File: src/rtl/pim_mac_sched.sv
// pim_mac_sched: shares one bank-local MAC engine among NUM_REQ requesters.
// Commands are accepted by a round-robin arbiter into a small command FIFO.
// A dispatcher FSM sends them to the engine one at a time and pulses done
// back to the requester that issued each command.
// Optional performance counters are built when PIM_MAC_SCHED_PERF_EN is defined.
module pim_mac_sched #(
    parameter int NUM_REQ    = 4,
    parameter int ADDR_W     = 16,
    parameter int LEN_W      = 16,
    parameter int FIFO_DEPTH = 4,
    parameter int ID_W       = 2
) (
    input  logic                      clk,
    input  logic                      rst,
    input  logic [NUM_REQ-1:0]        req_valid,
    output logic [NUM_REQ-1:0]        req_ready,
    input  logic [NUM_REQ*ADDR_W-1:0] req_base_addr,
    input  logic [NUM_REQ*LEN_W-1:0]  req_length,
    output logic [NUM_REQ-1:0]        done,
    output logic [ID_W-1:0]           done_id,
    output logic                      eng_start,
    output logic [ADDR_W-1:0]         eng_base_addr,
    output logic [LEN_W-1:0]          eng_length,
    input  logic                      eng_busy,
    output logic [ID_W+1:0]           fifo_level,
    output logic                      sched_busy
`ifdef PIM_MAC_SCHED_PERF_EN
    ,
    output logic [31:0]               perf_cmds,
    output logic [31:0]               perf_busy_cycles,
    output logic [31:0]               perf_stall_cycles
`endif
);

    localparam int PTR_W = (FIFO_DEPTH > 1) ? $clog2(FIFO_DEPTH) : 1;
    localparam int LVL_W = ID_W + 2;

    localparam logic [1:0] ST_IDLE      = 2'd0;
    localparam logic [1:0] ST_WAIT_BUSY = 2'd1;
    localparam logic [1:0] ST_RUN       = 2'd2;
    localparam logic [1:0] ST_DONE      = 2'd3;

    // Unpacked per-requester views of the flattened payload buses
    logic [ADDR_W-1:0] req_addr_arr [NUM_REQ];
    logic [LEN_W-1:0]  req_len_arr  [NUM_REQ];

    generate
        for (genvar gi = 0; gi < NUM_REQ; gi++) begin : g_unpack
            assign req_addr_arr[gi] = req_base_addr[gi*ADDR_W +: ADDR_W];
            assign req_len_arr[gi]  = req_length[gi*LEN_W +: LEN_W];
        end
    endgenerate

    // Arbiter and FIFO state
    logic [ID_W-1:0]   rr_ptr_q, rr_ptr_d;
    logic [PTR_W-1:0]  wr_ptr_q, rd_ptr_q;
    logic [LVL_W-1:0]  level_q;
    logic [ID_W-1:0]   fifo_id_q   [FIFO_DEPTH];
    logic [ADDR_W-1:0] fifo_addr_q [FIFO_DEPTH];
    logic [LEN_W-1:0]  fifo_len_q  [FIFO_DEPTH];

    // Dispatcher state
    logic [1:0]        state_q, state_d;
    logic [ID_W-1:0]   cur_id_q;
    logic [ADDR_W-1:0] eng_addr_q;
    logic [LEN_W-1:0]  eng_len_q;
    logic              eng_start_q;

    logic              fifo_full;
    logic              fifo_empty;
    logic              pop;
    logic              push;
    logic              can_push;
    logic              grant_found;
    logic [ID_W-1:0]   grant_idx;

    assign fifo_full  = (level_q == LVL_W'(FIFO_DEPTH));
    assign fifo_empty = (level_q == '0);

    // The dispatcher only pulls a command when idle and the engine is free;
    // a busy engine seen in IDLE belongs to someone else and blocks dispatch.
    assign pop      = (state_q == ST_IDLE) && !fifo_empty && !eng_busy;
    // A pop frees a slot in the same cycle, so a full FIFO can still accept.
    assign can_push = !fifo_full || pop;

    // Round-robin search: first valid requester at or after rr_ptr, wrapping
    always_comb begin
        grant_found = 1'b0;
        grant_idx   = '0;
        for (int k = 0; k < NUM_REQ; k++) begin
            logic [ID_W:0] idx;
            idx = {1'b0, rr_ptr_q} + (ID_W+1)'(k);
            if (idx >= (ID_W+1)'(NUM_REQ)) begin
                idx = idx - (ID_W+1)'(NUM_REQ);
            end
            if (!grant_found && req_valid[idx[ID_W-1:0]]) begin
                grant_found = 1'b1;
                grant_idx   = idx[ID_W-1:0];
            end
        end
    end

    // One-hot ready on the granted requester; suppressed while in reset
    always_comb begin
        req_ready = '0;
        if (!rst && grant_found && can_push) begin
            req_ready[grant_idx] = 1'b1;
        end
    end

    assign push = |req_ready;

    // Next round-robin pointer: one past the accepted requester, else held
    always_comb begin
        rr_ptr_d = rr_ptr_q;
        if (push) begin
            rr_ptr_d = (grant_idx == ID_W'(NUM_REQ - 1)) ? '0 : grant_idx + ID_W'(1);
        end
    end

    // Arbiter pointer, FIFO pointers and occupancy counter
    always_ff @(posedge clk) begin
        if (rst) begin
            rr_ptr_q <= '0;
            wr_ptr_q <= '0;
            rd_ptr_q <= '0;
            level_q  <= '0;
        end else begin
            rr_ptr_q <= rr_ptr_d;
            if (push) begin
                wr_ptr_q <= wr_ptr_q + PTR_W'(1);
            end
            if (pop) begin
                rd_ptr_q <= rd_ptr_q + PTR_W'(1);
            end
            if (push && !pop) begin
                level_q <= level_q + LVL_W'(1);
            end else if (pop && !push) begin
                level_q <= level_q - LVL_W'(1);
            end
        end
    end

    // Command storage; contents are don't-care until the level counter covers them
    always_ff @(posedge clk) begin
        if (push) begin
            fifo_id_q[wr_ptr_q]   <= grant_idx;
            fifo_addr_q[wr_ptr_q] <= req_addr_arr[grant_idx];
            fifo_len_q[wr_ptr_q]  <= req_len_arr[grant_idx];
        end
    end

    // Dispatcher next-state: start, wait for busy, wait for completion, report
    always_comb begin
        state_d = state_q;
        case (state_q)
            ST_IDLE:      if (pop)       state_d = ST_WAIT_BUSY;
            ST_WAIT_BUSY: if (eng_busy)  state_d = ST_RUN;
            ST_RUN:       if (!eng_busy) state_d = ST_DONE;
            ST_DONE:                     state_d = ST_IDLE;
            default:                     state_d = ST_IDLE;
        endcase
    end

    // Dispatcher registers; the engine operands stay put until the next pop
    always_ff @(posedge clk) begin
        if (rst) begin
            state_q     <= ST_IDLE;
            cur_id_q    <= '0;
            eng_addr_q  <= '0;
            eng_len_q   <= '0;
            eng_start_q <= 1'b0;
        end else begin
            state_q     <= state_d;
            eng_start_q <= pop;
            if (pop) begin
                cur_id_q   <= fifo_id_q[rd_ptr_q];
                eng_addr_q <= fifo_addr_q[rd_ptr_q];
                eng_len_q  <= fifo_len_q[rd_ptr_q];
            end
        end
    end

    // Completion pulse to the requester that owns the finished command
    always_comb begin
        done = '0;
        for (int i = 0; i < NUM_REQ; i++) begin
            if ((state_q == ST_DONE) && (cur_id_q == ID_W'(i))) begin
                done[i] = 1'b1;
            end
        end
    end

    assign done_id       = (state_q == ST_DONE) ? cur_id_q : '0;
    assign eng_start     = eng_start_q;
    assign eng_base_addr = eng_addr_q;
    assign eng_length    = eng_len_q;
    assign fifo_level    = level_q;
    assign sched_busy    = !fifo_empty || (state_q != ST_IDLE);

`ifdef PIM_MAC_SCHED_PERF_EN
    logic [31:0] perf_cmds_q;
    logic [31:0] perf_busy_q;
    logic [31:0] perf_stall_q;

    // Saturating event counters: completions, engine-busy cycles, full-FIFO stalls
    always_ff @(posedge clk) begin
        if (rst) begin
            perf_cmds_q  <= '0;
            perf_busy_q  <= '0;
            perf_stall_q <= '0;
        end else begin
            if ((state_q == ST_DONE) && (perf_cmds_q != '1)) begin
                perf_cmds_q <= perf_cmds_q + 32'd1;
            end
            if (eng_busy && (perf_busy_q != '1)) begin
                perf_busy_q <= perf_busy_q + 32'd1;
            end
            if ((|req_valid) && fifo_full && (perf_stall_q != '1)) begin
                perf_stall_q <= perf_stall_q + 32'd1;
            end
        end
    end

    assign perf_cmds         = perf_cmds_q;
    assign perf_busy_cycles  = perf_busy_q;
    assign perf_stall_cycles = perf_stall_q;
`endif

endmodule

File: config.mk
export PLATFORM = sky130hd
export DESIGN_NAME = pim_mac_sched
export DESIGN_NICKNAME = d
export VERILOG_FILES = /design/src/rtl/pim_mac_sched.sv
export SDC_FILE = /design/constraint.sdc
export NUM_CORES = 1
export LEC_CHECK = 0
export BUFFER_PORTS_ARGS = -buffer_cell sky130_fd_sc_hd__buf_2
export CORE_MARGIN = 3
export CORE_UTILIZATION = 54
export CTS_CLUSTER_SIZE = 28
export DETAILED_ROUTE_END_ITERATION = 7
export PLACE_DENSITY = 0.8
export REMOVE_ABC_BUFFERS = 1
export SLEW_MARGIN = 25
export SYNTH_ARGS = -nofsm -noshare
export SYNTH_HDL_FRONTEND = slang
export SYNTH_SLANG_ARGS = --single-unit
File: constraint.sdc
create_clock -name clk -period 4.4 [get_ports clk]
set_clock_uncertainty 0.15 [all_clocks]
set_input_delay 0.66 -clock clk [delete_from_list [all_inputs] [get_ports clk]]
set_output_delay 0.66 -clock clk [all_outputs]
set_load 0.02 [all_outputs]
* Word-level counts from Yosys, hierarchy flattened *
Memories as Yosys holds them, arrays and structs flattened. A register that Yosys moved wholly into a read port is not among the register bits.
Cells that the tools add are included.
W data, S select, Z words.

word-level totals
  flip-flop bits (word level) = 13
  input port bits = 135
  logic and storage cells = 119
  memories kept = 3
  output and inout bits = 48
  RAM bits = 136

cells by class
  magnitude comparators = 11
  bitwise operators = 1
  reduce and logical (&&, ||, !) cells = 32
  equality and inequality tests = 11
  $add $sub $neg = 12
  mux-type cells = 43

memory list
  memory       words  bits a word  rd ports  clocked after memory_dff  wr ports  line  source
  fifo_addr_q  4      16           1         1                         1         59    logic [ADDR_W-1:0] fifo_addr_q [FIFO_DEPTH];
  fifo_len_q   4      16           1         1                         1         60    logic [LEN_W-1:0] fifo_len_q [FIFO_DEPTH];
  fifo_id_q    4      2            1         1                         1         58    logic [ID_W-1:0] fifo_id_q [FIFO_DEPTH];

operators by type and width
  operator               number
  $bmux W16 S2           2
  $mux W16               4
  $mux W2                13
  $lt A2 B3 Y1 const B   5
  $mux W1                15
  $logic_and A1 B1 Y1    14
  $ge A3 B3 Y1 const B   4
  $mux W4                3
  $eq A2 B2 Y1 const B   5
  $logic_not A1 Y1       9
  $bmux W1 S2            4
  $pmux W2 S4            1
  $sub A2 B1 Y2 const B  4
  $add A2 B1 Y2 const B  3
  $add A2 B2 Y3 const B  2
  $ne A2 B2 Y1 const B   3
  $add A4 B1 Y4 const B  1
  $eq A2 B1 Y1 const B   2
  $eq A4 B3 Y1 const B   1
  $logic_not A2 Y1       2
  $logic_not A4 Y1       1
  $reduce_bool A2 Y1     2
  $reduce_or A4 Y1       1
  $sub A4 B1 Y4 const B  1
  7 further kinds        8

* Logic depth before layout (Yosys ltp) *
Gate-level depths: netlist of run 1.

  depth after elaboration = 24
  gate-level depth with buffers = 18
  gate-level depth less buffers = 15

* Worst setup path after synthesis of run 1 *
OpenSTA, ideal clock, no wires.

  kind = input -> register
  start point = input req_valid[2]
  end point = register level_q[3], in the netlist fifo_level[3]
  setup time = 0.071 ns
  stages = 16
  setup slack = 0.669 ns
  data required time = 4.179 ns
  path buffers = 3
  arrival time = 3.510 ns
  cells stage by stage = nor2b_1 > o32a_1 > buf_2 > buf_6 > buf_6 > ha_1 > o31ai_4 > inv_2 > ha_1 > inv_1 > ha_1 > a21o_1 > a21oi_1 > xnor2_1 > or3_1 > a21oi_1

on the way
  longest elaborated chain between the ends = 21
  elaborated cells on any way between the ends = 36
  those cells by class = order compare: 2; mux: 20; reduce/logical: 14

RTL lines
  what                                 line  source
  from (decl)                          15    input logic [NUM_REQ-1:0] req_valid,
  $bmux W1 S2                          96    if (!grant_found && req_valid[idx[ID_W-1:0]]) begin
  $mux W1 (implied by the code)        96
  $mux W1                              96
  $logic_not A1 Y1                     96
  $logic_and A1 B1 Y1                  96
  $mux W1                              96
  $logic_not A1 Y1                     96
  $logic_and A1 B1 Y1                  96
  [4 not listed]                       n/a
  named net grant_idx[1]               75    logic [ID_W-1:0] grant_idx;
  [2 not listed]                       n/a
  $mux W1 (implied by the code)        107   req_ready[grant_idx] = 1'b1;
  $demux W1 S2 (*)                     107
  $mux W4 (*)                          106   if (!rst && grant_found && can_push) begin
  $reduce_or A4 Y1 (*)                 111   assign push = |req_ready;
  named net push                       72    logic push;
  $logic_not A1 Y1                     138   end else if (pop && !push) begin
  $logic_and A1 B1 Y1                  138
  $reduce_bool A2 Y1 (no source line)  n/a
  to (signal assigned)                 137   level_q <= level_q + LVL_W'(1);
  to (signal assigned)                 139   level_q <= level_q - LVL_W'(1);
  to (decl)                            57    logic [LVL_W-1:0] level_q;

The timed path passes the listed nets; every way through them passes the cells marked *. The select of a mux whose other input is x is not followed.
A chain may end at the register's enable or synchronous reset.

* Final worst setup path of run 1 *
  start point = input req_valid[1]
  end point = register level_q[3], in the netlist fifo_level[3]

on the way
  longest elaborated chain between the ends = 21
  elaborated cells on any way between the ends = 36
  those cells by class = order compare: 2; mux: 20; reduce/logical: 14

RTL lines
  what                                 line
  $bmux W1 S2                          96
  $mux W1 (implied by the code)        96
  $mux W1                              96
  $logic_not A1 Y1                     96
  $logic_and A1 B1 Y1                  96
  $mux W1                              96
  $logic_not A1 Y1                     96
  $logic_and A1 B1 Y1                  96
  [6 not listed]                       n/a
  $mux W1 (implied by the code)        107
  $demux W1 S2                         107
  $mux W4 (*)                          106
  $reduce_or A4 Y1 (*)                 111
  named net push                       72
  $logic_not A1 Y1                     138
  $logic_and A1 B1 Y1                  138
  $reduce_bool A2 Y1 (no source line)  n/a

Marked as above.

==> metrics.txt, run 1 <==
# TYPE chip_impl_metric gauge
chip_impl_metric{name="cts.repair.resized",unit=""} 0
chip_impl_metric{name="sequentialPowerShare",unit="%"} 43.4
chip_impl_metric{name="worst_pin_slew",unit="ns"} 0.967
chip_impl_metric{name="cp.arrival",unit="ns"} 3.70
chip_impl_metric{name="total_switching_power",unit="mW"} 1.85
chip_impl_metric{name="fp.dieH",unit="um"} 128
chip_impl_metric{name="final-hold-violation-count",unit=""} 0
chip_impl_metric{name="timing.final.max_slew_violations",unit=""} 0
chip_impl_info{name="synth_ff_type",value="edfxtp_1"} 1
chip_impl_metric{name="drt_drc_violations_left",unit=""} 0
chip_impl_metric{name="maximum_number_of_pins_on_one_net_before_global_route_repair",unit=""} 62
chip_impl_metric{name="yosys_warnings",unit=""} 0
chip_impl_metric{name="clock_path_buffers",unit=""} 2
chip_impl_metric{name="start_util",unit="%"} 55.3
chip_impl_metric{name="area_growth",unit="%"} 20.0
chip_impl_metric{name="utilization",unit="%"} 66.3
chip_impl_metric{name="post_synth_num_cell_types",unit=""} 38
chip_impl_metric{name="asyncSetResetFlopFracSynth",unit="%"} 0
chip_impl_metric{name="wl_met2",unit="um"} 8350
chip_impl_metric{name="totalWireLength",unit="um"} 16100
chip_impl_metric{name="n_antenna_cell",unit=""} 0
chip_impl_metric{name="cts.htree.levels",unit=""} 4
chip_impl_metric{name="floorplan.core_area",unit="sq um"} 14600
chip_impl_metric{name="die_area",unit="sq um"} 16400
chip_impl_metric{name="number_of_global_route_vias_before_repair",unit=""} 5155
chip_impl_metric{name="timing.final.setup_violations",unit=""} 0
chip_impl_metric{name="cts_buffers",unit=""} 17
chip_impl_info{name="layout.cells.most_common_list",value="182 x buf_2, 136 x edfxtp_1, 101 x mux2i_1"} 1
chip_impl_metric{name="nNetsFinal",unit=""} 867
chip_impl_metric{name="netSwitchingFraction",unit="%"} 31.9
chip_impl_info{name="worstSetupPathType",value="in -> reg"} 1
chip_impl_metric{name="ys_ff_latch",unit=""} 183
chip_impl_info{name="timing.critical_path.from_type",value="input port"} 1
chip_impl_metric{name="route.met3.wl",unit="um"} 1050
chip_impl_metric{name="cts_setup_buffers",unit=""} 0
chip_impl_metric{name="power_frac_comb",unit="%"} 31.0
chip_impl_metric{name="power_density",unit="nW/um^2"} 600
chip_impl_metric{name="synth_seq_area_share",unit="%"} 62.3
chip_impl_metric{name="worstPathMaxFanout",unit=""} 11
chip_impl_metric{name="pre_cts_ws",unit="ns"} 0.479
chip_impl_metric{name="drt-wirelength-per-cell",unit="um"} 17.6
chip_impl_metric{name="num_vias",unit=""} 5012
chip_impl_metric{name="cts.hold.buffers_added",unit=""} 0
chip_impl_metric{name="clock_sink_count",unit=""} 183
chip_impl_metric{name="power_frac_clock",unit="%"} 25.7
chip_impl_metric{name="detail_route.first_pass.iterations",unit=""} 4
chip_impl_metric{name="layout_worst_path_cycle_share",unit="%"} 79.7
chip_impl_metric{name="post_route_ant_nets",unit=""} 0
chip_impl_metric{name="data_required_critical_path",unit="ns"} 4.60
chip_impl_metric{name="ir_drop",unit="mV"} 0.369
chip_impl_info{name="tritoncts",value="yes"} 1
chip_impl_metric{name="postSynthAreaPerCell",unit="sq um"} 14.9
chip_impl_metric{name="worst_hold_slack",unit="ns"} 0.303
chip_impl_metric{name="pin_count",unit=""} 183
chip_impl_metric{name="top_achievable_clock_speed",unit="MHz"} 285
chip_impl_metric{name="slew_headroom",unit="%"} 35.6
chip_impl_info{name="worstPathCellList",value="buf_2 > nand2b_1 > a21oi_1 > o32a_2 > inv_1 > ha_1 > o31ai_4 > inv_2 > ha_1 > inv_1 > ha_1 > a21o_1 > a21oi_1 > xnor2_1 > or3_1 > a21oi_1"} 1
chip_impl_info{name="clk_root_buffer_cell",value="clkbuf_16"} 1
chip_impl_metric{name="numPortBuffers",unit=""} 182
chip_impl_info{name="top_signal_layer_used",value="met4"} 1
chip_impl_metric{name="synth-edff-count",unit=""} 136
chip_impl_metric{name="worst_setup_hold_path_clk_slew",unit="ns"} 0.06
chip_impl_metric{name="synthesis.area",unit="sq um"} 8060
chip_impl_metric{name="internal-power",unit="mW"} 3.96
chip_impl_info{name="status",value="complete, no violations"} 1
chip_impl_metric{name="critical_path.max_stage_delay",unit="ns"} 0.36
chip_impl_metric{name="min_period",unit="ns"} 3.51
chip_impl_info{name="layout_commonest_cell",value="buf_2"} 1
chip_impl_metric{name="grt_remaining_overflow",unit=""} 0
chip_impl_metric{name="met1Wirelength",unit="um"} 6530
chip_impl_metric{name="drt_iter0_markers",unit=""} 248
chip_impl_metric{name="drive_gt1_share",unit="%"} 36.4
chip_impl_metric{name="max_cap_viol_count",unit=""} 0
chip_impl_metric{name="power_leakage",unit="nW"} 3.75
chip_impl_metric{name="routability_congestion",unit=""} 0.747
chip_impl_metric{name="setup_ws",unit="ns"} 0.893
chip_impl_metric{name="placement_rows",unit=""} 44
chip_impl_info{name="setup_repair_after_global_routing_missed_its_margin",value="false"} 1
chip_impl_metric{name="number_of_antenna_violations_at_the_first_check_in_global_routing",unit=""} 0
chip_impl_metric{name="synth_cells",unit=""} 540
chip_impl_metric{name="global_route_wire_length_before_repair",unit="um"} 25500
chip_impl_metric{name="die_width",unit="um"} 128
chip_impl_metric{name="insertion_delay",unit="ns"} 0.42
chip_impl_metric{name="grt_usage",unit="%"} 20.1
chip_impl_info{name="slowest_stage",value="o32a_2"} 1
chip_impl_metric{name="vias_per_cell",unit=""} 5.48
chip_impl_info{name="timing.critical_path.to_type",value="flop"} 1
chip_impl_metric{name="place.detailed.hpwl",unit="um"} 10100
chip_impl_info{name="holdCritPathClass",value="reg -> reg"} 1
[metal layers]
metal  up-vias  track usage (%)
li1       2374                -
met1      2437             25.5
met2       183             34.6
met3        18             4.50
met4         0             6.12
met5         -                0
[path summary, 6_finish.rpt]
kind	depth (start not counted)	endpoint	start	slack [ns]
hold / removal	2	eng_base_addr[9]	eng_base_addr[9]	0.30
setup / recovery	16	fifo_level[3]	req_valid[1]	0.89
setup reg to reg	13	fifo_level[3]	rr_ptr_q[1]	0.98
hold reg to reg	2	eng_base_addr[9]	eng_base_addr[9]	0.30
[power groups by stage]
stage	clock, mW	sequential, mW	combinational (mW)
after floorplan	0	2.65	1.16
after global placement	0	2.53	1.74
after detailed placement	0	2.56	1.81
after CTS	1.51	2.52	1.82
after global routing	1.57	2.56	1.99
final	1.49	2.52	1.80
[metrics by stage]
stage	power [mW]	setup TNS (ns)	instances	cell area, sq um
after floorplan	3.81	-145.44	510	7890
after global placement	4.26	0	882	9080
after detailed placement	4.37	0	882	9080
after CTS	5.86	0	914	9670
after global routing	6.12	0	914	9670
final	5.81	0	914	9670
[area by class of cell]
type / count / area [sq um]
clock buffers: 24 / 492
clock inverters: 8 / 96.3
fillers: 1054 / 4920
inverters: 11 / 41.3
multi-input cells: 316 / 2830
flip-flops and latches: 183 / 5030
well taps: 184 / 230
repair buffers: 188 / 956
[state kept, by name, summed over array words and instances (netlist names)]
register       flops
eng_base_addr     16
state_q            2
eng_length        16
rr_ptr_q           2
rd_ptr_q           2
cur_id_q           2
fifo_addr_q       64
fifo_level         4
fifo_len_q        64
fifo_id_q          8
wr_ptr_q           2
eng_start          1
[cells by family (layout without fill, tap and decap cells)]
kind of cell	count (synthesis)	count (layout)	share of synthesized area, %
fa+ha+maj	15	15	2.42
simple gates	113	113	6.36
buf+inv	41	231	2.67
compound gates	48	48	3.63
mux	135	135	22.0
flops	183	183	62.3
xor+xnor	5	5	0.543
[critical path: cells and delay by family]
kind                       cells  cell delay (ns)
AOI/OAI and AO/OA              6             1.34
xor gates and xnor gates       1             0.09
adders and majority gates      3             0.71
buffers and inverters          4             0.43
and+or+nand+nor                2             0.46
[cell usage after synthesis (2+ instances only)]
cell type,instances,area [sq um]
xnor2_1,3,26.3
buf_1,3,11.3
and2_1,8,50.1
a21oi_1,38,190
ha_1,14,175
nor3b_1,3,22.5
o21ai_0,2,10.0
nor2_1,11,41.3
nand2b_1,2,12.5
edfxtp_1,136,4080
dfxtp_1,47,941
nor3_1,2,10.0
buf_2,10,50.1
buf_6,4,45.0
clkbuf_1,8,30.0
nor2b_1,5,31.3
mux4_2,34,766
mux2i_1,101,1010
nand2_1,76,285
buf_4,5,37.5
inv_1,8,30.0
inv_2,3,11.3
xor2_1,2,17.5
Note: power is estimated with default switching activity, not from simulation.
==> inputs of run 2 (changes only) <==
==> constraint.sdc (replaced) <==
create_clock -name clk -period 3.45 [get_ports clk]
set_clock_uncertainty 0.15 [all_clocks]
set_input_delay 0.5175 -clock clk [delete_from_list [all_inputs] [get_ports clk]]
set_output_delay 0.5175 -clock clk [all_outputs]
set_load 0.02 [all_outputs]
==> run 2 against run 1 <==
  * Flip-flop and latch count did not move
  * Sequential power rose by 27%
  * Die area did not move
  * Design area barely moved
  * Non-clock buffer count rose by 3
  * Critical path depth fell by 2
  * Sequential share of layout area barely moved
  * Combinational power rose by 29%
  * Clock-buffer cell count fell by 3
  * Largest cell class unchanged
  * Largest power group unchanged
==> metrics.txt, run 2 (synthesis gave the netlist of run 1 again) <==
# TYPE chip_impl_metric gauge
chip_impl_metric{name="cts.repair.resized",unit=""} 0
chip_impl_metric{name="place.detailed.hpwl",unit="um"} 10800
chip_impl_metric{name="nNetsFinal",unit=""} 870
chip_impl_metric{name="n_antenna_cell",unit=""} 0
chip_impl_metric{name="final_cell_count_no_fill",unit=""} 917
chip_impl_metric{name="timing.final.max_slew_violations",unit=""} 0
chip_impl_metric{name="maximum_number_of_pins_on_one_net_before_global_route_repair",unit=""} 46
chip_impl_metric{name="total_switching_power",unit="mW"} 2.40
chip_impl_metric{name="number_of_antenna_violations_at_the_first_check_in_global_routing",unit=""} 0
chip_impl_metric{name="floorplan.core_area",unit="sq um"} 14600
chip_impl_info{name="worst_path_most_repeated_cell",value="ha_1"} 1
chip_impl_metric{name="die_area",unit="sq um"} 16400
chip_impl_metric{name="detail_route.first_pass.iterations",unit=""} 4
chip_impl_metric{name="slew_headroom",unit="%"} 33.5
chip_impl_metric{name="cp.arrival",unit="ns"} 3.41
chip_impl_metric{name="fp.dieH",unit="um"} 128
chip_impl_metric{name="data_required_critical_path",unit="ns"} 3.66
chip_impl_metric{name="drive_gt1_share",unit="%"} 36.7
chip_impl_metric{name="critical_path.max_stage_delay",unit="ns"} 0.37
chip_impl_info{name="path_delay_family",value="compound AO/OA/AOI/OAI gates"} 1
chip_impl_info{name="tritoncts",value="yes"} 1
chip_impl_info{name="timing.critical_path.from_type",value="flop"} 1
chip_impl_metric{name="drt-wirelength-per-cell",unit="um"} 18.0
chip_impl_metric{name="final-hold-violation-count",unit=""} 0
chip_impl_metric{name="numPortBuffers",unit=""} 182
chip_impl_metric{name="placement.cell_area",unit="sq um"} 9120
chip_impl_metric{name="post_route_ant_nets",unit=""} 0
chip_impl_metric{name="power_frac_comb",unit="%"} 31.7
chip_impl_metric{name="final_design_area_no_fill",unit="sq um"} 9670
chip_impl_metric{name="fin_tns_setup",unit="ns"} 0
chip_impl_metric{name="start_util",unit="%"} 55.3
chip_impl_metric{name="cts.htree.levels",unit=""} 4
chip_impl_metric{name="power_frac_clock",unit="%"} 24.7
chip_impl_metric{name="die_width",unit="um"} 128
chip_impl_metric{name="grt_usage",unit="%"} 20.6
chip_impl_metric{name="netSwitchingFraction",unit="%"} 32.7
chip_impl_metric{name="placed_cells_incl_taps",unit=""} 885
chip_impl_metric{name="critPathBufInv",unit=""} 2
chip_impl_metric{name="worst_pin_slew",unit="ns"} 0.997
chip_impl_metric{name="power_density",unit="nW/um^2"} 759
chip_impl_metric{name="top_achievable_clock_speed",unit="MHz"} 312
chip_impl_info{name="worstSetupPathType",value="reg -> reg"} 1
chip_impl_info{name="reg_top3",value="fifo_addr_q (64), fifo_len_q (64)"} 1
chip_impl_info{name="layout.cells.most_common_list",value="182 x buf_2, 136 x edfxtp_1, 101 x mux2i_1"} 1
chip_impl_info{name="setup_repair_after_global_routing_missed_its_margin",value="false"} 1
chip_impl_metric{name="power_leakage",unit="nW"} 3.74
chip_impl_metric{name="sequentialPowerShare",unit="%"} 43.6
chip_impl_metric{name="worst_setup_hold_path_clk_slew",unit="ns"} 0.07
chip_impl_info{name="worstPathCellList",value="nor2b_1 > nor3b_1 > o22ai_2 > ha_1 > o31ai_4 > inv_2 > ha_1 > inv_1 > ha_1 > a21o_1 > a21oi_1 > xnor2_1 > or3_1 > a21oi_1"} 1
chip_impl_metric{name="num_vias",unit=""} 5059
chip_impl_metric{name="drt_drc_violations_left",unit=""} 0
chip_impl_metric{name="vias_per_cell",unit=""} 5.52
chip_impl_metric{name="min_period",unit="ns"} 3.20
chip_impl_metric{name="global_route_wire_length_before_repair",unit="um"} 25800
chip_impl_info{name="slowest_stage",value="dfxtp_1"} 1
chip_impl_metric{name="cts_buffers",unit=""} 17
chip_impl_metric{name="totalWireLength",unit="um"} 16500
chip_impl_metric{name="placement_rows",unit=""} 44
chip_impl_info{name="holdCritPathClass",value="reg -> reg"} 1
chip_impl_metric{name="grt_remaining_overflow",unit=""} 0
chip_impl_info{name="layout_commonest_cell",value="buf_2"} 1
chip_impl_metric{name="clock_sink_count",unit=""} 183
chip_impl_metric{name="drt_iter0_markers",unit=""} 250
chip_impl_metric{name="cts.hold.buffers_added",unit=""} 0
chip_impl_metric{name="utilization",unit="%"} 66.3
chip_impl_metric{name="layout_worst_path_cycle_share",unit="%"} 92.8
chip_impl_metric{name="internal-power",unit="mW"} 4.94
chip_impl_metric{name="ir_drop",unit="mV"} 0.420
chip_impl_metric{name="cts_setup_buffers",unit=""} 0
chip_impl_metric{name="max_cap_viol_count",unit=""} 0
chip_impl_metric{name="timing.final.setup_violations",unit=""} 0
chip_impl_metric{name="insertion_delay",unit="ns"} 0.43
chip_impl_metric{name="area_growth",unit="%"} 19.9
chip_impl_info{name="timing.critical_path.to_type",value="flop"} 1
chip_impl_info{name="status",value="complete, no violations"} 1
chip_impl_metric{name="number_of_global_route_vias_before_repair",unit=""} 5221
chip_impl_metric{name="worstPathMaxFanout",unit=""} 5
chip_impl_metric{name="routability_congestion",unit=""} 0.726
chip_impl_metric{name="pin_count",unit=""} 183
chip_impl_metric{name="clock_path_buffers",unit=""} 2
chip_impl_info{name="clk_root_buffer_cell",value="clkbuf_16"} 1
chip_impl_metric{name="design_power_total",unit="mW"} 7.34
run 2: cell type report:
cell class	count	area, sq um
sequential	183	5030
fill	1023	4920
multi-input combinational	316	2830
timing repair buffer	191	991
clock buffer	21	450
tap	184	230
clock inverter	11	100
inverter	11	41.3
run 2: power groups by stage:
stage	sequential, mW	clock (mW)	combinational, mW
after floorplan	3.38	0	1.48
after global placement	3.21	0	2.23
after detailed placement	3.26	0	2.35
after CTS	3.21	1.84	2.36
after global routing	3.26	1.94	2.56
final	3.20	1.81	2.33
run 2: layer usage:
layer  GRT usage, %  share of wire (%)  up-vias
li1               -                  -     2391
met1           25.1                 40     2485
met2           36.4                 53      162
met3           4.88                5.5       21
met4           6.43                1.1        0
met5              0                  0        -
run 2: path summary, 6_finish.rpt:
| kind | startpoint | endpoint | slack (ns) | cells after the start |
|---|---|---|---|---|
| worst max-delay path | rr_ptr_q[0] | fifo_level[3] | 0.25 | 14 |
| worst min-delay path | eng_base_addr[9] | eng_base_addr[9] | 0.30 | 2 |
| worst max register to register | rr_ptr_q[0] | fifo_level[3] | 0.25 | 14 |
| worst min register to register | eng_base_addr[9] | eng_base_addr[9] | 0.30 | 2 |
run 2: metrics by stage:
stage	hold WS (ns)	setup slack, ns
6_report	0.302	0.247
5_1_grt	0.320	0.0584
4_1_cts	0.306	0.281
3_5_place_dp	0.296	-0.0688
3_3_place_gp	0.291	0.103
2_1_floorplan	0.302	-2.21
run 2: tightest hold or removal path: stages, from the launching register on:
cell and delay, ns:
dfxtp_1 0.30, nand2_1 0.05, a21oi_1 0.05
==> inputs of run 3 (changes only) <==
--- a/config.mk
+++ b/config.mk
@@ -5,9 +5,10 @@
 export SDC_FILE = /design/constraint.sdc
 export NUM_CORES = 1
 export LEC_CHECK = 0
+export ABC_AREA = 1
 export BUFFER_PORTS_ARGS = -buffer_cell sky130_fd_sc_hd__buf_2
 export CORE_MARGIN = 3
-export CORE_UTILIZATION = 54
+export CORE_UTILIZATION = 55
 export CTS_CLUSTER_SIZE = 28
 export DETAILED_ROUTE_END_ITERATION = 7
 export PLACE_DENSITY = 0.8
==> run 3 against run 2 <==
  * Die area grew 3.7%
  * Design area grew 6.2%
  * Global-route usage grew 1.9 points
  * Total power grew 49%
  * Critical endpoint unchanged
  * Largest power group is now combinational cells
==> metrics.txt, run 3 <==
# TYPE chip_impl_metric gauge
chip_impl_info{name="worstSetupPathType",value="reg -> reg"} 1
chip_impl_metric{name="clock_sink_count",unit=""} 183
chip_impl_metric{name="synth_cells",unit=""} 900
chip_impl_metric{name="synth-edff-count",unit=""} 136
chip_impl_metric{name="ff2ff_path_depth",unit=""} 23
chip_impl_info{name="worst_setup_path_startpoint",value="rr_ptr_q[0]"} 1
chip_impl_metric{name="critical_path.max_stage_delay",unit="ns"} 0.37
chip_impl_info{name="status",value="complete, no violations"} 1
chip_impl_info{name="worst_path_most_repeated_cell",value="nand2_1"} 1
chip_impl_metric{name="start_util",unit="%"} 57.4
chip_impl_metric{name="area_growth",unit="%"} 20.3
chip_impl_metric{name="pin_count",unit=""} 183
chip_impl_metric{name="cts_buffers",unit=""} 17
chip_impl_metric{name="power_density",unit="nW/um^2"} 1070
chip_impl_metric{name="drt-wirelength-per-cell",unit="um"} 14.9
chip_impl_info{name="yosys.cell_count.top_type",value="nor2_1"} 1
chip_impl_metric{name="grt_usage",unit="%"} 22.5
chip_impl_metric{name="design_power_total",unit="mW"} 10.9
chip_impl_metric{name="max_cap_viol_count",unit=""} 0
chip_impl_metric{name="utilization",unit="%"} 69.0
chip_impl_metric{name="min_period",unit="ns"} 3.22
chip_impl_info{name="hold_start",value="rst"} 1
chip_impl_metric{name="die_area",unit="sq um"} 17000
chip_impl_metric{name="data_required_critical_path",unit="ns"} 3.62
chip_impl_metric{name="nNetsFinal",unit=""} 1221
chip_impl_metric{name="timing.hold.worst_path_depth",unit=""} 2
chip_impl_metric{name="placement.cell_area",unit="sq um"} 9670
chip_impl_metric{name="drt_iter0_markers",unit=""} 441
chip_impl_metric{name="postSynthAreaPerCell",unit="sq um"} 9.48
chip_impl_info{name="reg_top3",value="fifo_addr_q (64), fifo_len_q (64)"} 1
chip_impl_metric{name="worst_setup_hold_path_clk_slew",unit="ns"} 0.06
chip_impl_metric{name="synthesis.area",unit="sq um"} 8530
chip_impl_info{name="synth.top_cells.by_count",value="157 x nor2_1, 137 x nand2_1, 136 x edfxtp_1"} 1
chip_impl_metric{name="post_synth_num_cell_types",unit=""} 29
chip_impl_metric{name="number_of_global_route_vias_before_repair",unit=""} 6153
chip_impl_metric{name="layout_worst_path_cycle_share",unit="%"} 93.2
chip_impl_metric{name="timing.final.max_slew_violations",unit=""} 0
chip_impl_metric{name="top_achievable_clock_speed",unit="MHz"} 311
chip_impl_metric{name="totalWireLength",unit="um"} 18900
chip_impl_metric{name="num_vias",unit=""} 6726
chip_impl_info{name="synth_ff_type",value="edfxtp_1"} 1
chip_impl_info{name="synth.area.top_cells",value="edfxtp_1 48%, dfxtp_1 11%, nor2_1 6.9%, o21ai_0 6.6%, nand2_1 6.0%"} 1
chip_impl_metric{name="final_design_area_no_fill",unit="sq um"} 10300
chip_impl_info{name="clk_root_buffer_cell",value="clkbuf_16"} 1
chip_impl_metric{name="number_of_antenna_violations_at_the_first_check_in_global_routing",unit=""} 0
chip_impl_info{name="slowest_stage",value="dfxtp_4"} 1
chip_impl_metric{name="numPortBuffers",unit=""} 182
chip_impl_metric{name="vias_per_cell",unit=""} 5.30
chip_impl_metric{name="maximum_number_of_pins_on_one_net_before_global_route_repair",unit=""} 122
chip_impl_metric{name="ir_drop",unit="mV"} 0.995
chip_impl_metric{name="fp.dieH",unit="um"} 131
chip_impl_metric{name="worst_pin_slew",unit="ns"} 0.809
chip_impl_metric{name="cts.htree.levels",unit=""} 4
chip_impl_metric{name="synth_top_cell_area_share",unit="%"} 47.9
chip_impl_metric{name="detail_route.first_pass.iterations",unit=""} 5
chip_impl_metric{name="die_width",unit="um"} 131
chip_impl_metric{name="place.detailed.hpwl",unit="um"} 12100
chip_impl_metric{name="drive_gt1_share",unit="%"} 24.4
chip_impl_metric{name="insertion_delay",unit="ns"} 0.43
chip_impl_info{name="timing.critical_path.to_type",value="flop"} 1
chip_impl_metric{name="timing.final.setup_violations",unit=""} 0
chip_impl_metric{name="global_route_wire_length_before_repair",unit="um"} 29700
chip_impl_metric{name="ff2ff_setup_slack",unit="ns"} 0.23
chip_impl_metric{name="grt_remaining_overflow",unit=""} 0
chip_impl_info{name="layout.cells.most_common_list",value="182 x buf_2, 157 x nor2_1, 136 x edfxtp_1"} 1
chip_impl_info{name="holdCritPathClass",value="in -> reg"} 1
chip_impl_metric{name="routability_congestion",unit=""} 0.773
chip_impl_metric{name="final-hold-violation-count",unit=""} 0
chip_impl_info{name="critical_path.reg2reg.endpoint",value="fifo_level[3]"} 1
chip_impl_metric{name="cp.arrival",unit="ns"} 3.38
chip_impl_metric{name="placement_rows",unit=""} 44
chip_impl_info{name="timing.critical_path.from_type",value="flop"} 1
chip_impl_metric{name="ys_ff_latch",unit=""} 183
chip_impl_metric{name="clock_path_buffers",unit=""} 2
chip_impl_metric{name="power_leakage",unit="nW"} 4.49
chip_impl_metric{name="slew_headroom",unit="%"} 46.0
chip_impl_metric{name="worstPathMaxFanout",unit=""} 8
chip_impl_info{name="worst_hold_path.endpoint",value="eng_start"} 1
chip_impl_metric{name="floorplan.core_area",unit="sq um"} 14900
chip_impl_metric{name="drt_drc_violations_left",unit=""} 0
chip_impl_info{name="layout_commonest_cell",value="buf_2"} 1
chip_impl_metric{name="yosys_warnings",unit=""} 0
chip_impl_info{name="worstPathCellList",value="buf_6 > nand2_1 > nand2_1 > nand2_2 > nand2_2 > nor2_4 > nand2_1 > nand3b_1 > nand2_4 > ha_2 > o211ai_1 > nand2_1 > ha_2 > inv_2 > ha_1 > nand2_1 > nor2_1 > a211oi_2 > nor2_1 > nor2_1 > nand2_1 > o21ai_1 > a21oi_1"} 1
chip_impl_info{name="tritoncts",value="yes"} 1
chip_impl_metric{name="synth_seq_area_share",unit="%"} 58.9
chip_impl_metric{name="n_antenna_cell",unit=""} 0
chip_impl_info{name="synthDominantAreaCellType",value="edfxtp_1"} 1
chip_impl_info{name="launch_instance_of_the_worst_register_to_register_path",value="rr_ptr_q[0]"} 1
chip_impl_metric{name="asyncSetResetFlopFracSynth",unit="%"} 0
chip_impl_metric{name="post_route_ant_nets",unit=""} 0
-- run 3: area by class of cell --
class	count	area [sq um]
clock inverters	7	42.5
multi-input cells	563	2920
fillers	1109	4600
well taps	184	230
inverters	98	369
repair buffers	208	1180
clock buffers	25	495
flip-flops and latches	183	5030
-- run 3: worst max path at each step --
stage | to | slack (ns) | cells past startpoint
global placement | fifo_level[3] | 0.07 | 23
global route | fifo_level[3] | -0.04 | 23
detailed placement | fifo_level[3] | -0.08 | 23
floorplan | fifo_addr_q[0][0] | -2.72 | 11
CTS | fifo_level[3] | 0.06 | 23
finish | fifo_level[3] | 0.23 | 23
-- run 3: power breakdown --
group	switching, mW	internal (mW)	leakage [nW]
sequential	0.230	3.84	1.63
clock	0.767	0.994	0.263
combinational	3.49	1.61	2.59
total	4.49	6.44	4.49
-- run 3: kinds of logic after synthesis --
family                     Yosys count  share of synthesized area (%)
DFF                                183                           58.9
buffers and inverters              154                           7.93
xor gates and xnor gates             1                          0.103
muxes                                1                          0.117
adders and majority gates           15                           2.29
AOI/OAI and AO/OA                  232                           16.3
and+or+nand+nor                    314                           14.4
-- run 3: what timing repair did --
item                       CTS  global route
gates resized for setup      1            15
hold buffers                 0             0
setup buffers                0             1
setup endpoints to repair    1             1
pin swaps                    0             6
-- run 3: worst max-delay path: cells and delay by family (launching register included) --
| family | cells | cell delay, ns |
|---|---|---|
| AOI/OAI and AO/OA | 4 | 0.62 |
| adders and majority gates | 3 | 0.62 |
| buffers and inverters | 2 | 0.21 |
| DFF | 1 | 0.37 |
| and+or+nand+nor | 14 | 1.15 |
-- run 3: metal layers --
metal | GRT usage (%) | part of all wire, % | vias up
met5 | 0 | 0 | -
met4 | 6.84 | 1.5 | 0
met2 | 38.2 | 49 | 207
met1 | 28.6 | 43 | 3068
li1 | - | - | 3424
met3 | 5.69 | 5.6 | 27
-- run 3: per-stage QoR --
step	setup slack (ns)	hold slack [ns]	cells	setup TNS, ns
after floorplan	-2.72	0.366	844	-375.93
after global routing	-0.0370	0.213	1268	-0.0370
after detailed placement	-0.0804	0.323	1235	-0.0804
after global placement	0.0703	0.324	1235	0
after CTS	0.0614	0.197	1267	0
final	0.234	0.206	1268	0
